==> config.mk <==
export PLATFORM = sky130hd
export DESIGN_NAME = imem_loader_flat
export DESIGN_NICKNAME = d
export VERILOG_FILES = /design/src/rtl/imem_loader_if.sv /design/src/rtl/imem_loader.sv /design/src/flat_wrapper.sv
export SDC_FILE = /design/constraint.sdc
export NUM_CORES = 1
export LEC_CHECK = 0
export ABC_AREA = 1
export BUFFER_PORTS_ARGS = -buffer_cell sky130_fd_sc_hd__buf_2
export CAP_MARGIN = 30
export CORE_MARGIN = 8
export CORE_UTILIZATION = 40
export CTS_BUF_LIST = sky130_fd_sc_hd__clkbuf_8
export DETAILED_ROUTE_END_ITERATION = 12
export REMOVE_ABC_BUFFERS = 1
export SLEW_MARGIN = 15
export SYNTH_ARGS = -nofsm -noshare
export SYNTH_HDL_FRONTEND = slang
export SYNTH_SLANG_ARGS = --single-unit
export TNS_END_PERCENT = 10
==> constraint.sdc <==
create_clock -name clock -period 2.3 [get_ports clock]
set_input_delay 0.46 -clock clock [delete_from_list [all_inputs] [get_ports clock]]
set_output_delay 0.46 -clock clock [all_outputs]
set_load 0.005 [all_outputs]
==> src/rtl/imem_loader_if.sv <==
// Control, byte-stream and instruction-memory write-port bundle for imem_loader.
// The host/boot side is the master; the loader is the slave.
interface imem_loader_if #(
  parameter int ADDR_W = 6
);
  logic              start;
  logic [ADDR_W:0]   word_count;
  logic              abort;
  logic [7:0]        byte_in;
  logic              byte_valid;
  logic              byte_ready;
  logic              mem_we;
  logic [ADDR_W-1:0] mem_addr;
  logic [31:0]       mem_wdata;
  logic              busy;
  logic              done;
  logic              error;

  modport master (
    output start, word_count, abort, byte_in, byte_valid,
    input  byte_ready, mem_we, mem_addr, mem_wdata, busy, done, error
  );

  modport slave (
    input  start, word_count, abort, byte_in, byte_valid,
    output byte_ready, mem_we, mem_addr, mem_wdata, busy, done, error
  );
endinterface

==> src/rtl/imem_loader.sv <==
// Instruction-memory loader: packs a valid/ready byte stream into little-endian
// 32-bit words and writes them to consecutive addresses from 0, holding busy meanwhile.
module imem_loader #(
  parameter int ADDR_W = 6,
  parameter int DEPTH  = 64
) (
  input  logic         clock,
  input  logic         reset_,
  imem_loader_if.slave bus
);
  localparam int CNT_W = ADDR_W + 1;
  localparam logic [CNT_W-1:0] MAX_COUNT = CNT_W'(DEPTH);

  typedef enum logic [1:0] {IDLE, COLLECT, WRITE, DONE} state_t;

  state_t            state;
  logic [CNT_W-1:0]  count_q;
  logic [ADDR_W-1:0] addr_q;
  logic [1:0]        byte_idx;
  logic [31:0]       word_q;

  logic count_ok;
  logic last_word;
  logic accept;

  assign count_ok  = (bus.word_count != '0) && (bus.word_count <= MAX_COUNT);
  assign last_word = ({1'b0, addr_q} == (count_q - CNT_W'(1)));
  assign accept    = bus.byte_valid && bus.byte_ready;

  // NOTE: every register here uses <= so all updates see pre-edge values;
  // a blocking write would leak into later reads within the same edge.
  always_ff @(posedge clock or negedge reset_) begin
    if (!reset_) begin
      // NOTE: reset is asynchronous so an in-flight mem_we strobe is killed
      // immediately rather than at the next edge.
      state          <= IDLE;
      count_q        <= '0;
      addr_q         <= '0;
      byte_idx       <= '0;
      word_q         <= '0;
      bus.byte_ready <= 1'b0;
      bus.mem_we     <= 1'b0;
      bus.mem_addr   <= '0;
      bus.mem_wdata  <= '0;
      bus.busy       <= 1'b0;
      bus.done       <= 1'b0;
      bus.error      <= 1'b0;
    end else begin
      bus.mem_we <= 1'b0;
      bus.done   <= 1'b0;
      bus.error  <= 1'b0;

      unique case (state)
        IDLE: begin
          bus.busy       <= 1'b0;
          bus.byte_ready <= 1'b0;
          if (bus.start) begin
            if (count_ok) begin
              count_q        <= bus.word_count;
              addr_q         <= '0;
              byte_idx       <= '0;
              bus.busy       <= 1'b1;
              bus.byte_ready <= 1'b1;
              state          <= COLLECT;
            end else begin
              bus.error <= 1'b1;
            end
          end
        end

        COLLECT: begin
          if (bus.abort) begin
            bus.busy       <= 1'b0;
            bus.byte_ready <= 1'b0;
            state          <= IDLE;
          end else if (accept) begin
            word_q[{byte_idx, 3'b000} +: 8] <= bus.byte_in;
            byte_idx <= byte_idx + 2'd1;
            if (byte_idx == 2'd3) begin
              bus.byte_ready <= 1'b0;
              state          <= WRITE;
            end
          end
        end

        WRITE: begin
          // Abort wins over the write strobe: the partial program stops here.
          if (bus.abort) begin
            bus.busy       <= 1'b0;
            bus.byte_ready <= 1'b0;
            state          <= IDLE;
          end else begin
            bus.mem_we    <= 1'b1;
            bus.mem_addr  <= addr_q;
            bus.mem_wdata <= word_q;
            if (last_word) begin
              state <= DONE;
            end else begin
              addr_q         <= addr_q + ADDR_W'(1);
              bus.byte_ready <= 1'b1;
              state          <= COLLECT;
            end
          end
        end

        DONE: begin
          // busy stays high through the done pulse and drops on the IDLE edge.
          bus.done <= 1'b1;
          state    <= IDLE;
        end

        default: state <= IDLE;
      endcase
    end
  end
endmodule

==> src/flat_wrapper.sv <==
// flat-port wrapper written by rule: the top's interface ports become plain ports
module imem_loader_flat 
#(
  parameter int ADDR_W = 6,
  parameter int DEPTH  = 64
)
  (clock, reset_, bus_start, bus_word_count, bus_abort, bus_byte_in, bus_byte_valid, bus_byte_ready, bus_mem_we, bus_mem_addr, bus_mem_wdata, bus_busy, bus_done, bus_error);
  imem_loader_if #(.ADDR_W(ADDR_W)) bus_i ();
  input  logic clock;
  input  logic reset_;
  input wire logic [$bits(bus_i.start)-1:0] bus_start;
  input wire logic [$bits(bus_i.word_count)-1:0] bus_word_count;
  input wire logic [$bits(bus_i.abort)-1:0] bus_abort;
  input wire logic [$bits(bus_i.byte_in)-1:0] bus_byte_in;
  input wire logic [$bits(bus_i.byte_valid)-1:0] bus_byte_valid;
  output wire logic [$bits(bus_i.byte_ready)-1:0] bus_byte_ready;
  output wire logic [$bits(bus_i.mem_we)-1:0] bus_mem_we;
  output wire logic [$bits(bus_i.mem_addr)-1:0] bus_mem_addr;
  output wire logic [$bits(bus_i.mem_wdata)-1:0] bus_mem_wdata;
  output wire logic [$bits(bus_i.busy)-1:0] bus_busy;
  output wire logic [$bits(bus_i.done)-1:0] bus_done;
  output wire logic [$bits(bus_i.error)-1:0] bus_error;
  assign bus_i.start = bus_start;
  assign bus_i.word_count = bus_word_count;
  assign bus_i.abort = bus_abort;
  assign bus_i.byte_in = bus_byte_in;
  assign bus_i.byte_valid = bus_byte_valid;
  assign bus_byte_ready = bus_i.byte_ready;
  assign bus_mem_we = bus_i.mem_we;
  assign bus_mem_addr = bus_i.mem_addr;
  assign bus_mem_wdata = bus_i.mem_wdata;
  assign bus_busy = bus_i.busy;
  assign bus_done = bus_i.done;
  assign bus_error = bus_i.error;
  imem_loader #(.ADDR_W(ADDR_W), .DEPTH(DEPTH)) u_core (.clock(clock), .reset_(reset_), .bus(bus_i));
endmodule
### Word-level counts from Yosys, hierarchy flattened

Cells that the tools add are included.

* input port bits: 20
* output and inout port bits: 43
* memory bits (writable): 0
* bits in registers: 92
* latch bits: 0
* memories kept: 0
* memory bits (read-only): 0

* $mul: 0
* bitwise gates (word level): 1
* divide/modulo/power cells: 0
* multiplexer cells: 35
* shift-type cells: 2
* reduce and logical (&&, ||, !) cells: 17
* $lt $le $gt $ge: 1
* equal/unequal tests: 15
* add/sub/neg operators: 4

Operators with widths (count)
* 32-bit bitwise mux: 1
* 8-bit by 7-bit variable shift with 32-bit output, first input constant: 1
* 8-bit by 7-bit indexed part select with 32-bit output: 1
* 6-bit 2-to-1 mux: 4
* 2-bit 2-to-1 mux: 11
* 1-bit 2-to-1 mux: 14
* 6-bit case mux with 2 select lines: 1
* 5-bit AND reduction: 2
* 2-bit inequality test, second input constant: 4
* 2-bit case mux with 4 select lines: 1
* 4-bit AND reduction: 2
* 6-bit by 7-bit equality test with 1-bit output: 1
* 7-bit less-or-equal comparator, second input constant: 1
* 5-bit negator with 7-bit output: 1
* 7-bit nonzero test: 1
* 7-bit by 1-bit subtractor with 7-bit output, second input constant: 1
* 6-bit by 1-bit adder with 6-bit output, second input constant: 1
* 2-bit equality test, second input constant: 3
* 2-bit by 1-bit inequality test with 1-bit output, second input constant: 3
* 3-bit by 2-bit inequality test with 1-bit output, second input constant: 2
* 3-bit AND reduction: 2
* 2-bit nonzero test: 3
* 2-bit case mux with 2 select lines: 1
* 2-bit AND reduction: 2
* other kinds (10): 11

### Depth between registers and ports, before layout

Gate-level depths: netlist of the first run.

* word-level depth: 5
* gate-level depth with buffers: 15

### Worst setup path before layout of the first run

No wires, ideal clock.

* path type: register to register
* start: register u_core.byte_idx[0]
* end: register u_core.word_q[16]
* library setup time: 83 ps
* cell stages (with the launch flop): 7
* data arrival time: 1618 ps
* path slack: 599 ps
* clock period less this slack: 1701 ps
* cells stage by stage: dfrtp_1 inv_1 ha_1 inv_1 nor3_1 nand3_1 o21ai_0

* longest elaborated chain between the ends: 3

RTL lines
* from (decl): line imem_loader.sv:19 `logic [1:0] byte_idx;`
* from (signal assigned): line imem_loader.sv:78 `byte_idx <= byte_idx + 2'd1;`
* 5-bit negator with 7-bit output (*): line imem_loader.sv:77 `word_q[{byte_idx, 3'b000} +: 8] <= bus.byte_in;`
* 8-bit by 7-bit indexed part select with 32-bit output / 8-bit by 7-bit variable shift with 32-bit output (equally long branches): line imem_loader.sv:77
* 32-bit bitwise mux (*): line imem_loader.sv:77
* to (signal, indexed assignment): line imem_loader.sv:77
* to (decl): line imem_loader.sv:20 `logic [31:0] word_q;`

Every way passes the cells marked *; elsewhere a longest branch is shown, timed or not.
A chain may end at the register's enable or synchronous reset.

### Worst setup path in the final report of the first run

* start: register u_core.byte_idx[1]
* end: register u_core.word_q[2]

The elaborated chain is that of the path after synthesis.

==> metrics.yaml, run 1 <==
cells_and_area:
  seq_area_um2: 2300
  final_cell_mix: "117 x nand2_1, 92 x dfrtp_1, 73 x o21ai_0"
  nFillCells: 1032
  area_growth_pct: 17.0
  final_core_util_pct: 48.2
  drive_gt1_share_pct: 18.6
  n_antenna_cell: 0
  layout_commonest_cell: "nand2_1"
  multi_input_area_um2: 1580
  fin_nets: 593
  instances_no_fill: 701
synth:
  ys_types: 25
  synth-adder-area-share_pct: 3.84
  synth_top_family_by_area: "simple AND/OR/NAND/NOR gates"
  synth-xor-area-share_pct: 1.03
  synth-simple-area-share_pct: 22.1
  synth_area_um2: 4230
  yosys_warnings: 0
  synth_compound_area_share_pct: 10.4
  synth-seq-area-share_pct: 54.4
  synthCells: 495
  syn-mean-instance-area_um2: 8.55
  synth_seq_cells: 92
  synth.mux.area_fraction_pct: 0
pwr:
  power_density_nw_per_um2: 1200
  p_leak_nw: 2.59
  switching_share_pct: 36.8
  p_sw_mw: 2.18
  p_int_mw: 3.75
  peakVddDrop_mv: 0.443
  p_comb_share_pct: 34.0
  power.clock.fraction_pct: 21.2
  power_mw: 5.93
  power_frac_seq_pct: 44.8
grt:
  grt_antenna_before_repair: 0
  grt_pass1_wl_mm: 15.9
  grt_max_degree: 50
  grt_overflow: 0
  grt_pass1_vias: 3295
  grt_usage_pct: 13.6
clock_tree:
  cts.clk_slew.worst_paths_ns: 0.10
  h-tree-depth: 3
  clockBufferDepth: 2
  cts_tree: "done"
  clock_sinks: 92
  postCtsSetupBuffers: 0
  numCtsBuffers: 9
  cts_hold_buf: 0
  cts_resized: 0
  clock_latency_ns: 0.36
  cts_root_buf: "clkbuf_8"
floorplanning:
  num_io_pins: 63
  die_h_um: 119
  core-area_um2: 10300
  start_util_pct: 41.2
  die_area_um2: 14100
  dieWidth_um: 119
  rows: 37
detailed_routing:
  num_vias: 3313
  first_iter_violations: 149
  drc: 0
  wire_per_inst_um: 12.9
  via_per_inst: 4.73
  wl_mm: 9.07
  ant_nets: 0
  first_pass_iters: 4
worst_setup_path:
  start_kind: "flop"
  endpoint_kind: "flop"
  cp_max_fo: 8
  critPathKind: "reg -> reg"
  r2r_setup_slack_ns: 0.40
  crit_path_frequent_cell: "inv_1"
  worstPathCellList: "inv_1 -> ha_1 -> inv_1 -> nand2_1 -> nor2_1 -> nand3_1 -> o21ai_0"
  slowest_stage: "nor2_1"
  cp_num_buf_inv: 2
  required_ns: 2.57
  crit_arrival_ns: 2.17
  crit_family: "simple AND/OR/NAND/NOR gates"
  cpPeakStageDelay_ns: 0.44
timing:
  drv_slew: 0
  tns_ns: 0
  worst_slew_pin_slew_ns: 0.608
  fin_crit_sh_pct: 82.5
  report.final.setup_viol: 0
  slew-limit-headroom_pct: 59.5
  fmax_mhz: 527
  finalClockSkew_ns: 0.00871
  fin_crit_ns: 1.90
  hold_viol_final: 0
  holdWs_ns: 0.101
  rsz0062_at_grt: "no"
placement:
  place_inst: 685
  io_buffers: 62
  gp_congestion: 0.807
  place.detailed.hpwl_mm: 6.68
run:
  drv_cap: 0
min_path:
  hp-class: "in -> async"
status:
  status: "finished, final reports clean"
-- synth_stat cells --
cell | number | share of area (%)
buf_2 | 9 | 1.1
o21ai_0 | 73 | 8.6
a21oi_1 | 6 | 0.71
nor2_1 | 28 | 2.5
ha_1 | 13 | 3.8
nand3_4 | 1 | 0.41
clkbuf_1 | 5 | 0.44
o21ai_2 | 1 | 0.21
nor2_4 | 5 | 1.3
nand3_1 | 43 | 5.1
nand2_2 | 2 | 0.30
dfrtp_1 | 92 | 54
o31ai_1 | 1 | 0.18
nor3_1 | 3 | 0.35
o211ai_1 | 1 | 0.18
inv_1 | 67 | 5.9
xnor2_1 | 1 | 0.21
nand2_4 | 2 | 0.53
nor2_2 | 1 | 0.15
nand4_1 | 6 | 0.89
nand3b_1 | 1 | 0.18
xor2_1 | 4 | 0.83
inv_2 | 9 | 0.80
nand2_1 | 117 | 10
o21ai_1 | 4 | 0.47
-- flip-flops by register name (all words and copies together), names as in the netlist --
signal,count
u_core.bus.byte_ready,1
u_core.bus.mem_addr,6
u_core.bus.done,1
u_core.bus.error,1
u_core.bus.mem_wdata,32
u_core.word_q,32
u_core.count_q,7
u_core.addr_q,6
u_core.byte_idx,2
u_core.bus.busy,1
u_core.state,2
u_core.bus.mem_we,1
-- layer usage --
| metal | global-route usage [%] | up-vias | part of all wire [%] |
|---|---|---|---|
| met5 | 0 | - | 0 |
| met4 | 5.30 | 0 | 1.2 |
| met3 | 3.50 | 9 | 5.1 |
| met2 | 21.0 | 67 | 46 |
| met1 | 18.0 | 1539 | 47 |
| li1 | - | 1698 | - |
-- area by class of cell --
| cell class | instances | area share [%] |
|---|---|---|
| flip-flops and latches | 92 | 46.5 |
| clock inverters | 6 | 1.89 |
| clock buffers | 10 | 2.78 |
| repair buffers | 68 | 7.73 |
| inverters | 76 | 5.76 |
| well taps | 136 | 3.44 |
| multi-input cells | 313 | 31.9 |
-- final timing paths --
kind                                     startpoint  cells past startpoint                       end
max                              u_core.byte_idx[1]                      7          u_core.word_q[2]
min in group clock                        bus_abort                      2         u_core.bus.mem_we
min reg2reg                u_core.bus.mem_wdata[24]                      2  u_core.bus.mem_wdata[24]
min                                          reset_                      1   u_core.bus.mem_wdata[1]
max in group asynchronous                    reset_                      2  u_core.bus.mem_wdata[23]
max reg2reg                      u_core.byte_idx[1]                      7          u_core.word_q[2]
-- worst reg2reg max path: cells and delay by family (launching register included) --
kind,cells,cell delay (ns)
simple gates,3,0.66
fa+ha+maj,1,0.37
flops,1,0.42
compound gates,1,0.10
buf+inv,2,0.26
-- power by group through the flow --
stage	sequential (mW)	clock, mW	combinational (mW)
floorplan	2.70	0	1.20
global placement	2.67	0	2.01
detailed placement	2.70	0	2.06
CTS	2.67	1.29	2.07
global route	2.75	1.36	2.38
finish	2.66	1.25	2.02
-- logic make-up after synthesis --
family                   after synthesis
XOR/XNOR                               5
AO/OA/AOI/OAI                         86
adder cells (fa/ha/maj)               13
AND/OR/NAND/NOR                      209
flip-flops                            92
buffers and inverters                 90
-- stage by stage --
step	worst slack (ns)	cell area (um^2)
after global placement	0.449	4720
after floorplan	0.414	4170
after CTS	0.397	4950
final	0.402	4950
after global routing	0.243	4950
after detailed placement	0.421	4720
Power figures use the tool's default switching activity.
==> run 2: changes to the inputs <==
Settings changed: ABC_AREA 1 to 0.
Clock period 2.3 ns to 1.83 ns, I/O delays scaled along.
==> run 2 against run 1 <==
The run now ends with setup timing left. Area after synthesis fell by 0.83%. Cell count fell by 12%. Cell area rose by 5.2%. Clock power barely moved. Clock-buffer cell count rose by 1. Fmax fell by 19%. Critical path type unchanged. Via count fell by 6.4%. Worst setup slack got worse by 0.91 ns. Power barely moved. Sequential power fell by 3%. Register-to-register slack got worse by 0.91 ns. Synthesized cell count fell by 25%.
==> metrics.yaml, run 2 <==
status:
  status: "finished with violations"
  violations: "setup timing"
grt:
  grt_antenna_before_repair: 0  # unchanged
  grt_usage_pct: 13.7  # +0.078 points
  grt_max_degree: 93  # +86%
  grt_pass1_vias: 3207  # -2.7%
  grt_pass1_wl_mm: 15.7  # -1.2%
  grt_overflow: 0  # unchanged
placement:
  dpl_cell_area_um2: 4920  # +4.3%
  place.detailed.hpwl_mm: 6.90  # +3.3%
  gp_congestion: 0.818  # +1.5%
  io_buffers: 62  # unchanged
  place_inst: 596  # -13%
detailed_routing:
  num_vias: 3101  # -6.4%
  drc: 0  # unchanged
  first_pass_iters: 5  # +1
  wl_mm: 9.40  # +3.6%
  via_per_inst: 5.04  # +6.7%
  ant_nets: 0  # unchanged
  wire_per_inst_um: 15.3  # +18%
  first_iter_violations: 171  # +15%
floorplanning:
  core-area_um2: 10300  # unchanged
  die_area_um2: 14000  # -0.72%
  rows: 37  # unchanged
  die_h_um: 118  # -0.36%
  num_io_pins: 63  # unchanged
  dieWidth_um: 118  # -0.36%
  start_util_pct: 40.8  # -0.34 points
synth:
  netlist_top_cells_count: "92 x dfrtp_1, 74 x nand2_1, 45 x mux2_2, 38 x o21ai_0, 14 x inv_1"
  synth-seq-area-share_pct: 54.9  # +0.45 points
  yosysMostFrequentCell: "dfrtp_1"
  synth_top_flop_cell: "dfrtp_1"
  synth_seq_cells: 92  # unchanged
  synthCells: 372  # -25%
  yosysTopAreaCellShare_pct: 54.9  # +0.45 points
  synth.area.top_cells: "dfrtp_1 55%, mux2_2 12%, nand2_1 6.6%"
  synth_area_um2: 4200  # -0.83%
  synth_edf_count: 0  # unchanged
  synth_area_leader_cell: "dfrtp_1"
  ys_async_sr_fraction_pct: 100  # unchanged
  yosys_warnings: 0  # unchanged
  ys_types: 52  # +110%
  syn-mean-instance-area_um2: 11.3  # +32%
timing:
  slew-limit-headroom_pct: 59.1  # -0.40 points
  tns_ns: -3.62  # -3.62 ns
  fin_crit_ns: 2.33  # +0.437 ns
  worst_slew_pin_slew_ns: 0.614  # +0.00597 ns
  finalClockSkew_ns: 0.00722  # -0.00149 ns
  hold_viol_final: 0  # unchanged
  drv_slew: 0  # unchanged
  fmax_mhz: 428  # -19%
  setup_ws_ns: -0.505  # -0.907 ns
  fin_crit_sh_pct: 128  # +45 points
  report.final.setup_viol: 8  # +8
  rsz0062_at_grt: "yes"
worst_setup_path:
  cp_num_buf_inv: 3  # +1
  cp_max_fo: 4  # -4
  worstPathCellList: "buf_4 -> or4_4 -> buf_6 -> nor3_4 -> o211ai_1 -> buf_4 -> o311a_1 -> o22ai_1"
  crit_family: "compound AO/OA/AOI/OAI gates"
  endpoint_kind: "flop"
  required_ns: 2.10  # -0.47 ns
  critPathKind: "reg -> reg"
  start_kind: "flop"
  cpPeakStageDelay_ns: 0.52  # +0.08 ns
  crit_path_frequent_cell: "buf_4"
  slowest_stage: "or4_4"
  crit_arrival_ns: 2.61  # +0.44 ns
pwr:
  peakVddDrop_mv: 0.683  # +54%
  power_density_nw_per_um2: 1140  # -4.9%
  p_leak_nw: 2.56  # -1.3%
min_path:
  hp-class: "in -> async"
clock_tree:
  h-tree-depth: 3  # unchanged
  cts_root_buf: "clkbuf_8"
  cts_tree: "done"
  numCtsBuffers: 9  # unchanged
  clock_sinks: 92  # unchanged
  cts.clk_slew.worst_paths_ns: 0.09  # about the same
  clockBufferDepth: 2  # unchanged
  clock_latency_ns: 0.35  # about the same
cells_and_area:
  area_growth_pct: 24.2
  reg_top3: "u_core.bus.mem_wdata x32, u_core.word_q x32, u_core.count_q x7"
  drive_gt1_share_pct: 38.6  # +20 points
  instances_no_fill: 615  # -12%
  n_antenna_cell: 0  # unchanged
  finish.instance_area_um2: 5210  # +5.2%
  final_cell_mix: "92 x dfrtp_1, 70 x nand2_1, 61 x buf_2"
  layout_commonest_cell: "dfrtp_1"
  fin_nets: 508  # -14%
run:
  drv_cap: 0  # unchanged
run 2: final timing paths:
path | from | end | slack, ns | depth (start not counted)
min in group clock | bus_word_count[2] | u_core.count_q[2] | 0.26 | 2
worst min-delay path | reset_ | u_core.bus.mem_wdata[6] | 0.05 | 2
worst max-delay path | u_core.count_q[1] | u_core.addr_q[4] | -0.50 | 8
max in group asynchronous | reset_ | u_core.bus.error | 1.41 | 2
worst max register to register | u_core.count_q[1] | u_core.addr_q[4] | -0.50 | 8
worst min register to register | u_core.word_q[9] | u_core.word_q[9] | 0.48 | 2
run 2: area by class of cell:
class                           instances  area [um^2]
Clock buffer                           11          151
Clock inverter                          4         25.0
Fill cell                             949         5070
Inverter                               14         52.6
Multi-Input combinational cell        254         1860
Sequential cell                        92         2300
Tap cell                              136          170
Timing Repair Buffer                  104          648
run 2: where the power goes:
group	internal [mW]	leakage [nW]	switching, mW
Clock	0.559	0.0930	0.675
Sequential	2.34	1.26	0.231
Combinational	1.07	1.21	1.06
run 2: through the flow:
stage / hold WS, ns / utilization (%) / total power [mW] / worst slack, ns
floorplan: 0.0704 / - / 3.76 / -1.92
global placement: 0.453 / 47.9 / 4.53 / -0.415
detailed placement: 0.459 / 47.9 / 4.60 / -0.446
CTS: 0.0625 / 49.9 / 5.90 / -0.422
global route: 0.0817 / 50.7 / 6.36 / -0.557
finish: 0.0485 / 50.7 / 5.94 / -0.505
run 2: logic make-up (layout without fill, tap and decap cells):
logic type | count (synthesis) | after routing | share of synthesized area (%)
xor gates and xnor gates | 9 | 9 | 1.88
AOI/OAI and AO/OA | 67 | 67 | 10.8
and+or+nand+nor | 115 | 115 | 12.5
adders and majority gates | 13 | 13 | 3.88
muxes | 50 | 50 | 13.4
buffers and inverters | 26 | 133 | 2.68
DFF | 92 | 92 | 54.9
run 2: layer usage:
| metal | share of wire (%) | up-vias | track usage (%) |
|---|---|---|---|
| met5 | 0 | - | 0 |
| met4 | 2.2 | 0 | 5.45 |
| met3 | 5.3 | 16 | 4.24 |
| met2 | 46 | 93 | 21.3 |
| met1 | 46 | 1486 | 17.4 |
| li1 | - | 1506 | - |
run 2: timing repair:
action,in CTS,in global routing
endpoints found under the setup margin,9,74
hold buffers,0,0
buffers inserted,0,4
pin swaps,1,7
gates resized for setup,5,15
cloned,0,0
